==> src/rtl/pipeline_hazard_ctrl_pkg.sv <==
// Shared constants for the pipeline hazard sequencer: FSM encoding,
// stage-register indices and the bubble width.
package pipeline_hazard_ctrl_pkg;

    localparam logic [1:0] ST_RUN        = 2'd0;
    localparam logic [1:0] ST_LOAD_STALL = 2'd1;
    localparam logic [1:0] ST_MEM_WAIT   = 2'd2;
    localparam logic [1:0] ST_ABORT      = 2'd3;

    typedef enum logic [1:0] {
        RUN        = ST_RUN,
        LOAD_STALL = ST_LOAD_STALL,
        MEM_WAIT   = ST_MEM_WAIT,
        ABORT      = ST_ABORT
    } hz_state_t;

    localparam int STG_IF_ID  = 0;
    localparam int STG_ID_EX  = 1;
    localparam int STG_EX_MEM = 2;
    localparam int STG_MEM_WB = 3;
    localparam int NUM_STAGES = 4;

    // A bubble is an all-zero stage register of this width.
    localparam int BUBBLE_W = 32;

endpackage

==> src/rtl/pipeline_hazard_ctrl_load_use_detect.sv <==
// Combinational load-use hazard term: a load in EX writes a register that
// the ID instruction reads. r0 never hazards.
module load_use_detect #(
    parameter int RegAddrBits = 5
) (
    input  logic [RegAddrBits-1:0] i_id_rs,
    input  logic [RegAddrBits-1:0] i_id_rt,
    input  logic [RegAddrBits-1:0] i_ex_rd,
    input  logic                   i_ex_mem_to_reg,
    input  logic                   i_ex_reg_write,
    output logic                   o_hz
);

    logic w_match;

    assign w_match = (i_ex_rd == i_id_rs) | (i_ex_rd == i_id_rt);
    assign o_hz    = i_ex_mem_to_reg & i_ex_reg_write & (i_ex_rd != '0) & w_match;

endmodule

==> src/rtl/pipeline_hazard_ctrl.sv <==
// Stall/flush sequencer for the IF/ID..MEM/WB register chain.
// Optional HAZARD_PERF_CNT_EN adds stall/flush performance counters.
module pipeline_hazard_ctrl
    import pipeline_hazard_ctrl_pkg::*;
#(
    parameter int RegAddrBits     = 5,
    parameter int LoadStallCycles = 1,
    parameter int TimeoutCycles   = 255
) (
    input  logic                   Clock,
    input  logic                   Reset,
    input  logic                   Tick,
    input  logic [RegAddrBits-1:0] id_rs,
    input  logic [RegAddrBits-1:0] id_rt,
    input  logic [RegAddrBits-1:0] ex_rd,
    input  logic                   ex_mem_to_reg,
    input  logic                   ex_reg_write,
    input  logic                   mem_req,
    input  logic                   mem_ack,
    input  logic                   branch_taken,
    output logic                   pc_en,
    output logic                   if_id_en,
    output logic                   id_ex_en,
    output logic                   ex_mem_en,
    output logic                   mem_wb_en,
    output logic                   if_id_flush,
    output logic                   id_ex_flush,
    output logic                   mem_timeout,
`ifdef HAZARD_PERF_CNT_EN
    output logic [31:0]            perf_stall_cnt,
    output logic [31:0]            perf_flush_cnt,
`endif
    output logic [1:0]             ctrl_state
);

    localparam logic [3:0]  STALL_LAST = 4'(LoadStallCycles - 1);
    localparam logic [15:0] WAIT_MAX   = 16'(TimeoutCycles);

    hz_state_t               r_state, w_nstate;
    logic [3:0]              r_stall_cnt, w_nstall;
    logic [15:0]             r_wait_cnt, w_nwait;
    logic                    r_timeout, w_set_to;
    logic                    w_hz, w_memstall, w_go, w_pc;
    logic                    w_fl_ifid, w_fl_idex;
    logic [NUM_STAGES-1:0]   w_en;

    load_use_detect #(.RegAddrBits(RegAddrBits)) u_hz (
        .i_id_rs         (id_rs),
        .i_id_rt         (id_rt),
        .i_ex_rd         (ex_rd),
        .i_ex_mem_to_reg (ex_mem_to_reg),
        .i_ex_reg_write  (ex_reg_write),
        .o_hz            (w_hz)
    );

    assign w_memstall = mem_req & ~mem_ack;

    always_comb begin
        w_nstate  = r_state;
        w_nstall  = r_stall_cnt;
        w_nwait   = r_wait_cnt;
        w_set_to  = 1'b0;
        w_pc      = 1'b0;
        w_en      = '0;
        w_fl_ifid = 1'b0;
        w_fl_idex = 1'b0;
        case (r_state)
            RUN, LOAD_STALL: begin
                if (w_memstall) begin
                    w_nstate = MEM_WAIT;
                    w_nwait  = 16'd1;
                    w_nstall = '0;
                end else if (r_state == RUN && branch_taken) begin
                    w_pc      = 1'b1;
                    w_en      = '1;
                    w_fl_ifid = 1'b1;
                    w_fl_idex = 1'b1;
                end else if (r_state == LOAD_STALL || w_hz) begin
                    // Hold IF/ID and the PC, push a bubble into ID/EX.
                    w_en[STG_ID_EX]  = 1'b1;
                    w_en[STG_EX_MEM] = 1'b1;
                    w_en[STG_MEM_WB] = 1'b1;
                    w_fl_idex        = 1'b1;
                    if (r_state == RUN) begin
                        if (LoadStallCycles > 1) begin
                            w_nstate = LOAD_STALL;
                            w_nstall = 4'd1;
                        end
                    end else if (r_stall_cnt >= STALL_LAST) begin
                        w_nstate = RUN;
                        w_nstall = '0;
                    end else begin
                        w_nstall = r_stall_cnt + 4'd1;
                    end
                end else begin
                    w_pc = 1'b1;
                    w_en = '1;
                end
            end
            MEM_WAIT: begin
                if (mem_ack) begin
                    w_pc     = 1'b1;
                    w_en     = '1;
                    w_nstate = RUN;
                    w_nwait  = '0;
                end else if (r_wait_cnt >= WAIT_MAX - 16'd1) begin
                    w_nwait  = WAIT_MAX;
                    w_set_to = 1'b1;
                    w_nstate = ABORT;
                end else begin
                    w_nwait = r_wait_cnt + 16'd1;
                end
            end
            ABORT: begin
                w_pc     = 1'b1;
                w_en     = '1;
                w_en[STG_MEM_WB] = 1'b0;
                w_nstate = RUN;
                w_nwait  = '0;
            end
            default: w_nstate = RUN;
        endcase
    end

    always_ff @(posedge Clock or posedge Reset) begin
        if (Reset) begin
            r_state     <= RUN;
            r_stall_cnt <= '0;
            r_wait_cnt  <= '0;
            r_timeout   <= 1'b0;
        end else if (Tick) begin
            r_state     <= w_nstate;
            r_stall_cnt <= w_nstall;
            r_wait_cnt  <= w_nwait;
            r_timeout   <= r_timeout | w_set_to;
        end
    end

    assign w_go        = Tick & ~Reset;
    assign pc_en       = w_go & w_pc;
    assign if_id_en    = w_go & w_en[STG_IF_ID];
    assign id_ex_en    = w_go & w_en[STG_ID_EX];
    assign ex_mem_en   = w_go & w_en[STG_EX_MEM];
    assign mem_wb_en   = w_go & w_en[STG_MEM_WB];
    assign if_id_flush = w_go & w_fl_ifid;
    assign id_ex_flush = w_go & w_fl_idex;
    assign mem_timeout = r_timeout;
    assign ctrl_state  = r_state;

`ifdef HAZARD_PERF_CNT_EN
    logic [31:0] r_perf_stall, r_perf_flush;

    always_ff @(posedge Clock or posedge Reset) begin
        if (Reset) begin
            r_perf_stall <= '0;
            r_perf_flush <= '0;
        end else if (Tick) begin
            if (!w_pc)     r_perf_stall <= r_perf_stall + 32'd1;
            if (w_fl_ifid) r_perf_flush <= r_perf_flush + 32'd1;
        end
    end

    assign perf_stall_cnt = r_perf_stall;
    assign perf_flush_cnt = r_perf_flush;
`endif

endmodule

==> config.mk <==
export PLATFORM = sky130hd
export DESIGN_NAME = pipeline_hazard_ctrl
export DESIGN_NICKNAME = d
export VERILOG_FILES = /design/src/rtl/pipeline_hazard_ctrl_pkg.sv /design/src/rtl/pipeline_hazard_ctrl_load_use_detect.sv /design/src/rtl/pipeline_hazard_ctrl.sv
export SDC_FILE = /design/constraint.sdc
export NUM_CORES = 1
export LEC_CHECK = 0
export CAP_MARGIN = 20
export CORE_ASPECT_RATIO = 1.1
export CORE_MARGIN = 10
export CORE_UTILIZATION = 55
export DETAILED_ROUTE_END_ITERATION = 12
export DONT_BUFFER_PORTS = 1
export GPL_TIMING_DRIVEN = 0
export PLACE_DENSITY = 0.73
export SETUP_SLACK_MARGIN = 0.2
export SKIP_LAST_GASP = 1
export SLEW_MARGIN = 20
export SYNTH_ARGS = -nofsm -noshare
export SYNTH_HDL_FRONTEND = slang
export SYNTH_HIERARCHICAL = 1
export SYNTH_SLANG_ARGS = --single-unit
==> constraint.sdc <==
create_clock -name Clock -period 2.8 [get_ports Clock]
set_input_delay 0.84 -clock Clock [delete_from_list [all_inputs] [get_ports Clock]]
set_output_delay 0.84 -clock Clock [all_outputs]
set_load 0.01 [all_outputs]
; After elaboration in Yosys (flattened, before gate mapping)
; Cells that the tools add are included.
[totals]
reg_bits = 23
elab_cells = 82
[op_classes]
add_sub_neg = 2
order_cmp = 2
n_eq_ne = 13
mux = 36
bitwise_logic = 16
n_reduce_logical = 9
[ops]
columns = op, n
row1 = $mux W16, 3
row2 = $pmux W16 S3, 1
row3 = $mux W4, 7
row4 = $add A16 B1 Y16 const B, 1
row5 = $ge A16 B8 Y1 const B, 1
row6 = $mux W1, 15
row7 = $ne A3 B3 Y1 const B, 5
row8 = $mux W2, 7
row9 = $and A1 B1 Y1, 12
row10 = $pmux W4 S3, 1
row11 = $eq A5 B5 Y1, 2
row12 = $ne A2 B2 Y1 const B, 3
row13 = $pmux W2 S3, 1
row14 = $reduce_and A6 Y1, 1
row15 = $reduce_and A5 Y1, 1
row16 = $reduce_bool A5 Y1, 1
row17 = $add A4 B1 Y4 const B, 1
row18 = $eq A2 B2 Y1 const B, 2
row19 = $ge A4 B1 Y1 const B, 1
row20 = $pmux W1 S3, 1
row21 = $eq A2 B1 Y1 const B, 1
row22 = $logic_not A2 Y1, 1
row23 = $not A1 Y1, 2
row24 = $or A1 B1 Y1, 2
row25 = other kinds (5), 5

; Depth between registers and ports, before layout
; Gate-level depths: netlist of run 1.
[logic_depth]
ltp_word = 9
mapped_depth = 8

; Hierarchy
; The synthesis of run 1 kept the hierarchy.
[by_module_without_submodules]
columns = mod, instances, cells_each, area_per_inst_um2, seq_area_each_um2
row1 = pipeline_hazard_ctrl, 1, 121, 1081.0, 475.5
row2 = load_use_detect, 1, 17, 132.6, 0.0

; Worst setup path before layout of run 1
; Ideal clock, no wire load.
[synth_timing]
kind = input-to-output
start = input port ex_rd[2]
end = output port pc_en
arrival_time_ns = 2.300
required_time_ns = 1.960
slack_ns = -0.340
path_stages = 7
n_path_buf = 1
path_cell_list = or4_1 -> o211ai_2 -> a21oi_1 -> inv_1 -> o21ai_0 -> a211oi_1 -> buf_4
[synth_between]
elab_chain_cells = 9
[synth_rtl]
columns = item, line_no
row1 = start: declaration, pipeline_hazard_ctrl.sv:15  ; input logic [RegAddrBits-1:0] ex_rd,
row2 = $eq A5 B5 Y1 / $reduce_bool A5 Y1 (equally long branches), "pipeline_hazard_ctrl_load_use_detect.sv:16, pipeline_hazard_ctrl_load_use_detect.sv:17"
row3 = $or A1 B1 Y1 / $and A1 B1 Y1 (equally long branches), "pipeline_hazard_ctrl_load_use_detect.sv:16, pipeline_hazard_ctrl_load_use_detect.sv:17"
row4 = $and A1 B1 Y1 *, pipeline_hazard_ctrl_load_use_detect.sv:17  ; assign o_hz = i_ex_mem_to_reg & i_ex_reg_write & (i_ex_rd != '0) & w_match;
row5 = via w_hz, pipeline_hazard_ctrl.sv:43  ; logic w_hz, w_memstall, w_go, w_pc;
row6 = $logic_or A1 B1 Y1 *, pipeline_hazard_ctrl.sv:78  ; end else if (r_state == LOAD_STALL || w_hz) begin
row7 = $mux W1 *, pipeline_hazard_ctrl.sv:78
row8 = $mux W1 *, pipeline_hazard_ctrl.sv:73  ; end else if (r_state == RUN && branch_taken) begin
row9 = $mux W1 *, pipeline_hazard_ctrl.sv:69  ; if (w_memstall) begin
row10 = $pmux W1 S3 *, pipeline_hazard_ctrl.sv:67  ; case (r_state)
row11 = $and A1 B1 Y1 *, pipeline_hazard_ctrl.sv:140  ; assign pc_en = w_go & w_pc;
row12 = end: declaration, pipeline_hazard_ctrl.sv:21  ; output logic pc_en,
; Mark *: on every way through the listed nets, which the timed path passes. The rest lies on a longest branch.

; Final worst setup path of run 1
; Ends and elaborated chain as after synthesis.

==> results.toml, run 1 <==
[floorplan]
initial_core_util_pct = 58.82
core_area_um2 = 2063
chipHeight_um = 69.27
dieArea_um2 = 4488
boundaryPins = 33
die_w_um = 64.79
rows = 17

[clock_network]
h-tree-depth = 1
clockBufferDepth = 2
cts_tree = "built"
path_clk_slew_ns = 0.12
clk-insertion-delay-late_ns = 0.30
cts.sinks = 19
cts_buffers = 3
cts_root_buffer = "clkbuf_4"
ctsHoldBuffers = 0

[global_route]
overflow = 0
grt_max_degree = 12
antenna_found_initial = 0
grt_first_pass_wirelength_um = 5244
grt_pass1_vias = 1088
globalRouteTotalUtil_pct = 14.01

[yosys]
synth_edf_count = 0
async_reset_ff_share_pct = 100.0
synth-compound-area-share_pct = 26.39
yosys.area_share.simple_pct = 20.00
synth_top_area_cell = "dfrtp_1"
yosys-top-cells-area = "dfrtp_1 (39%), nor2_1 (4.3%), xor2_1 (4.3%), a21oi_1 (3.7%), o21ai_0 (3.7%)"
yosys_warnings = 6
synth_xor_area_share_pct = 7.216
muxShareOfSynthArea_pct = 0
ys_seq_area_share_pct = 39.18
avgSynthCellArea_um2 = 8.795
ys_types = 43
synth_area_um2 = 1214
synth_top_family_by_area = "compound AO/OA/AOI/OAI gates"
synth_ff_type = "dfrtp_1"
synth_top_area_share_pct = 39.18
synth_fa_ha_area_share_pct = 2.062
synth_fp_nets = 163
synth-seq-cells = 19
postSynthCellCount = 138

[outcome]
violations = "negative setup slack"
status = "complete, but fails checks"

[worst_hold_path]
hp-class = "input port to asynchronous set/reset pin"

[sta]
fin_skew_ns = 0.007561
fmaxAchievable_mhz = 333.8
worst_pin_slew_ns = 0.6355
setup_viol = 3
setup_ws_ns = -0.1958
drv_slew = 0
slew_headroom_pct = 57.35
rsz0062_at_grt = "true"
fin_crit_ns = 2.996
min_period_over_period_pct = 107.0
finalHoldViolations = 0

[detailed_routing]
ant_nets = 0
drtIter0Drc = 46
first_pass_iters = 4
drc_errors = 0
top_layer = "met4"
wirelength_um = 3049
wl_met3_um = 181
dr_wl_met2_um = 1611
vias = 1088
wl_met1_um = 1243
wl_per_cell_um = 17.52
vias_per_cell = 6.253

[place]
dpl-instance-area_um2 = 1261
post-dp-hpwl_um = 2202
placed_cells = 166
port_buffers = 0
place.gp.congestion = 0.7821

[layout]
n_antenna_cell = 0
layout-area-overhead-vs-synth_pct = 11.75
fin_area_um2 = 1356
fin_nets = 172
drive_gt1_share_pct = 18.49
fill_cells = 181
instances_no_fill = 174

[power]
p_per_area_nw_per_um2 = 439.9
p_leak_nw = 0.5569
worst_ir_drop_vdd_mv = 0.3464

[worst_setup_path]
critPathCaptureType = "output pin"
start_kind = "input port"
cp.arrival_ns = 2.16
worst_ep_required_time_ns = 1.96
criticalPathCategory = "input port to output pin"
path_max_fanout = 3

[flow_run]
maxCapViolCount = 0
[layout make-up]
type                            instances  area (um2)  area share (%)
Multi-Input combinational cell        105       718.2           52.95
Tap cell                               28       35.03           2.583
Timing Repair Buffer                    3       22.52           1.661
Buffer                                  6       35.03           2.583
Clock buffer                            3       22.52           1.661
Clock inverter                          1       5.005          0.3690
Sequential cell                        19       475.5           35.06
Inverter                                8       37.54           2.768
Timing Repair inverter                  1       5.005          0.3690
[power by group]
| group | internal [W] | switching [W] | total, W |
|---|---|---|---|
| logic | 0.0000601 | 0.0000847 | 0.000145 |
| registers | 0.000288 | 0.0000214 | 0.000310 |
| clock network | 0.0000532 | 0.0000886 | 0.000142 |
| total | 0.000402 | 0.000195 | 0.000597 |
[repair_timing]
action / in CTS / in global routing
gates cloned: 1 / 0
setup endpoints to repair: 5 / 4
setup buffers: 1 / 2
resized for setup: 7 / 4
[stage by stage]
stage	hold slack, ns	setup WS (ns)	utilization [%]	total power [W]	TNS, ns
2_1_floorplan	0.4554	-0.1523	-	0.0004090	-0.2677
3_3_place_gp	0.4852	-0.2991	61.13	0.0004301	-0.5855
3_5_place_dp	0.5030	-0.2677	61.13	0.0004361	-0.6027
4_1_cts	0.3305	-0.2502	64.46	0.0005847	-0.5176
5_1_grt	0.3199	-0.2926	65.74	0.0006277	-0.5401
6_report	0.3213	-0.1958	65.74	0.0005966	-0.2819
[cells in the mapped netlist (3+ instances only)]
| cell | n |
|---|---|
| a22o_1 | 4 |
| nor4_1 | 3 |
| o21ai_0 | 9 |
| xnor2_1 | 4 |
| nor2_1 | 14 |
| nand2_1 | 11 |
| inv_1 | 8 |
| a31oi_1 | 3 |
| nand3_1 | 5 |
| xor2_1 | 6 |
| dfrtp_1 | 19 |
| a21oi_1 | 9 |
[state kept, by name, summed over array words and instances (netlist names)]
signal       flops
r_wait_cnt      16
ctrl_state       2
mem_timeout      1
[per-layer routing]
metal  global-route usage (%)  up-vias
li1                         -      525
met1                    16.10      530
met2                    24.24       31
met3                    4.670        2
met4                    2.830        0
met5                        0        -
[critical path, stage by stage]
cell and delay, ns:
or4_4 0.52, o211ai_2 0.16, a21oi_2 0.05, inv_2 0.06, o21ai_2 0.07, a211oi_4 0.28, buf_4 0.18
[logic make-up after synthesis]
family / count (synthesis)
and+or+nand+nor: 47
AOI/OAI and AO/OA: 46
DFF: 19
buffers and inverters: 14
xor gates and xnor gates: 10
adders and majority gates: 2
[final timing paths]
kind | slack (ns) | start | cells after the start | end
setup reg to reg | 0.94 | ctrl_state[1] | 6 | r_wait_cnt[2]
hold / removal | 0.32 | Reset | 1 | r_wait_cnt[13]
max in group asynchronous | 2.12 | Reset | 1 | r_wait_cnt[12]
setup / recovery | -0.20 | ex_rd[2] | 7 | pc_en
min in group Clock | 0.52 | r_wait_cnt[15] | 1 | r_wait_cnt[15]
hold reg to reg | 0.52 | r_wait_cnt[15] | 1 | r_wait_cnt[15]
[placed cells by master, fill, tap and decap left out, types with 2 or more instances in the layout]
master	netlist	layout
dfrtp_1	19	19
nor2_1	14	13
nand2_1	11	11
o21ai_0	9	8
a21oi_1	9	7
xor2_1	6	6
nand3_1	5	5
inv_1	8	5
buf_4	2	5
clkbuf_4	0	4
a22o_1	4	4
xnor2_1	4	4
a21oi_2	1	3
a31oi_1	3	3
nand2b_1	2	2
nor4_1	3	2
clkinvlp_4	0	2
a2111oi_2	1	2
o22ai_1	2	2
a21o_1	2	2
o21a_1	2	2
o31ai_1	2	2
a41oi_1	2	2
ha_1	2	2
nor3_1	2	2
Note: power is estimated with default switching activity, not from simulation.
==> run 2: changes to the inputs <==
- SKIP_LAST_GASP: 1 -> not set
==> run 2 against run 1 <==
Against the previous run: the run still ends with negative setup slack left; non-clock buffer count unchanged; hold slack worse by 0.0027 ns; sequential cell count unchanged; critical path type unchanged; largest cell class unchanged; largest power group unchanged.
==> results.toml, run 2 (same netlist as run 1, synthesis figures left out) <==
[power]
switching_share_pct = 33.08
worst_ir_drop_vdd_mv = 0.3497
pwr-share-seq_pct = 51.3
internal_power_w = 0.0004036
combPwrFrac_pct = 24.8
p_per_area_nw_per_um2 = 435.4
p_leak_nw = 0.5617
switching_power_w = 0.0001995
clkPwrFrac_pct = 23.9

[layout]
fin_area_um2 = 1385
fin_util_pct = 67.13
mostFrequentLayoutCells = "dfrtp_1 (19), nor2_1 (13), nand2_1 (11), o21ai_0 (8), a21oi_1 (7)"
largest_reg_flops = 16
final_common_cell = "dfrtp_1"
drive_gt1_share_pct = 19.86
fin_nets = 172
layout-area-overhead-vs-synth_pct = 14.12
multi_input_area_um2 = 743.2
register_area_um2 = 475.5
instances_no_fill = 174
n_antenna_cell = 0
top_register = "r_wait_cnt"
fill_cells = 179

[floorplan]
boundaryPins = 33
die_w_um = 64.79
rows = 17
dieArea_um2 = 4488
chipHeight_um = 69.27
initial_core_util_pct = 58.82
core_area_um2 = 2063

[place]
post-dp-hpwl_um = 2202
dpl-instance-area_um2 = 1261
port_buffers = 0
place.gp.congestion = 0.7821
placed_cells = 166
dpl_worst_slack_ns = -0.2677

[sta]
fmaxAchievable_mhz = 331.1
slew_headroom_pct = 56.53
drv_slew = 0
fin_skew_ns = 0.007889
setup_viol = 3
fin_crit_ns = 3.020
rsz0062_at_grt = "true"
worst_pin_slew_ns = 0.6478
setup_ws_ns = -0.2203
finalHoldViolations = 0
min_period_over_period_pct = 107.9

[detailed_routing]
drc_errors = 0
first_pass_iters = 4
wirelength_um = 3100
wl_per_cell_um = 17.82
vias = 1084
vias_per_cell = 6.230
drtIter0Drc = 42
ant_nets = 0

[worst_setup_path]
critPathCaptureType = "output pin"
start_kind = "input port"
path_max_fanout = 3
cp.arrival_ns = 2.18
worst_ep_required_time_ns = 1.96
criticalPathCategory = "input port to output pin"

[global_route]
grt_first_pass_wirelength_um = 5250
grt_pass1_vias = 1088
overflow = 0
grt_max_degree = 12
globalRouteTotalUtil_pct = 14.04
antenna_found_initial = 0

[clock_network]
clk-insertion-delay-late_ns = 0.30
cts_root_buffer = "clkbuf_4"
cts_buffers = 3
h-tree-depth = 1
path_clk_slew_ns = 0.12
clockBufferDepth = 2
cts_tree = "built"
ctsHoldBuffers = 0
cts.sinks = 19

[outcome]
violations = "negative setup slack"
status = "complete, but fails checks"

[worst_hold_path]
hp-class = "input port to asynchronous set/reset pin"

[flow_run]
maxCapViolCount = 0
[run 2: final timing paths]
kind,to,slack [ns],start,cells after the start
max,pc_en,-0.22,ex_rd[2],7
min,r_wait_cnt[13],0.32,Reset,1
max reg2reg,r_wait_cnt[2],0.93,ctrl_state[1],6
min reg2reg,r_wait_cnt[15],0.52,r_wait_cnt[15],1
max in group asynchronous,r_wait_cnt[2],2.12,Reset,1
min in group Clock,r_wait_cnt[15],0.52,r_wait_cnt[15],1
[run 2: cell type report]
type | count | area share [%]
multi-input cells | 105 | 53.66
flip-flops and latches | 19 | 34.33
inverters | 8 | 2.710
plain buffers | 6 | 2.529
well taps | 28 | 2.529
repair buffers | 3 | 1.897
clock buffers | 3 | 1.626
clock inverters | 1 | 0.3613
repair inverters | 1 | 0.3613
[run 2: layer usage]
layer	GRT usage, %	wire [um]
met2	24.35	1624
met3	4.670	202
met1	16.10	1261
met4	2.830	12
met5	0	0
[run 2: critical path: stages]
cell	delay, ns
or4_4	0.52
o211ai_2	0.17
a21oi_2	0.05
inv_2	0.07
o21ai_2	0.07
a211oi_4	0.29
buf_4	0.18
[run 2: power by group through the flow]
stage               sequential (W)  clock, W  combinational [W]
global route              0.000312  0.000152           0.000168
floorplan                 0.000309         0          0.0000998
detailed placement        0.000314         0           0.000122
finish                    0.000309  0.000144           0.000150
global placement          0.000313         0           0.000117
CTS                       0.000309  0.000142           0.000135
[run 2: metrics by stage]
| step | setup TNS [ns] | total power [W] | hold slack (ns) |
|---|---|---|---|
| 3_3_place_gp | -0.5855 | 0.0004301 | 0.4852 |
| 3_5_place_dp | -0.6027 | 0.0004361 | 0.5030 |
| 5_1_grt | -0.5362 | 0.0006324 | 0.3199 |
| 6_report | -0.3027 | 0.0006030 | 0.3186 |
| 2_1_floorplan | -0.2677 | 0.0004090 | 0.4554 |
| 4_1_cts | -0.3476 | 0.0005859 | 0.3305 |
[run 2: what timing repair did]
| item | CTS | global route |
|---|---|---|
| setup buffers | 1 | 2 |
| pin swaps | 0 | 7 |
| gates cloned | 1 | 0 |
| gates resized for setup | 8 | 7 |
| endpoints found under the setup margin | 5 | 4 |
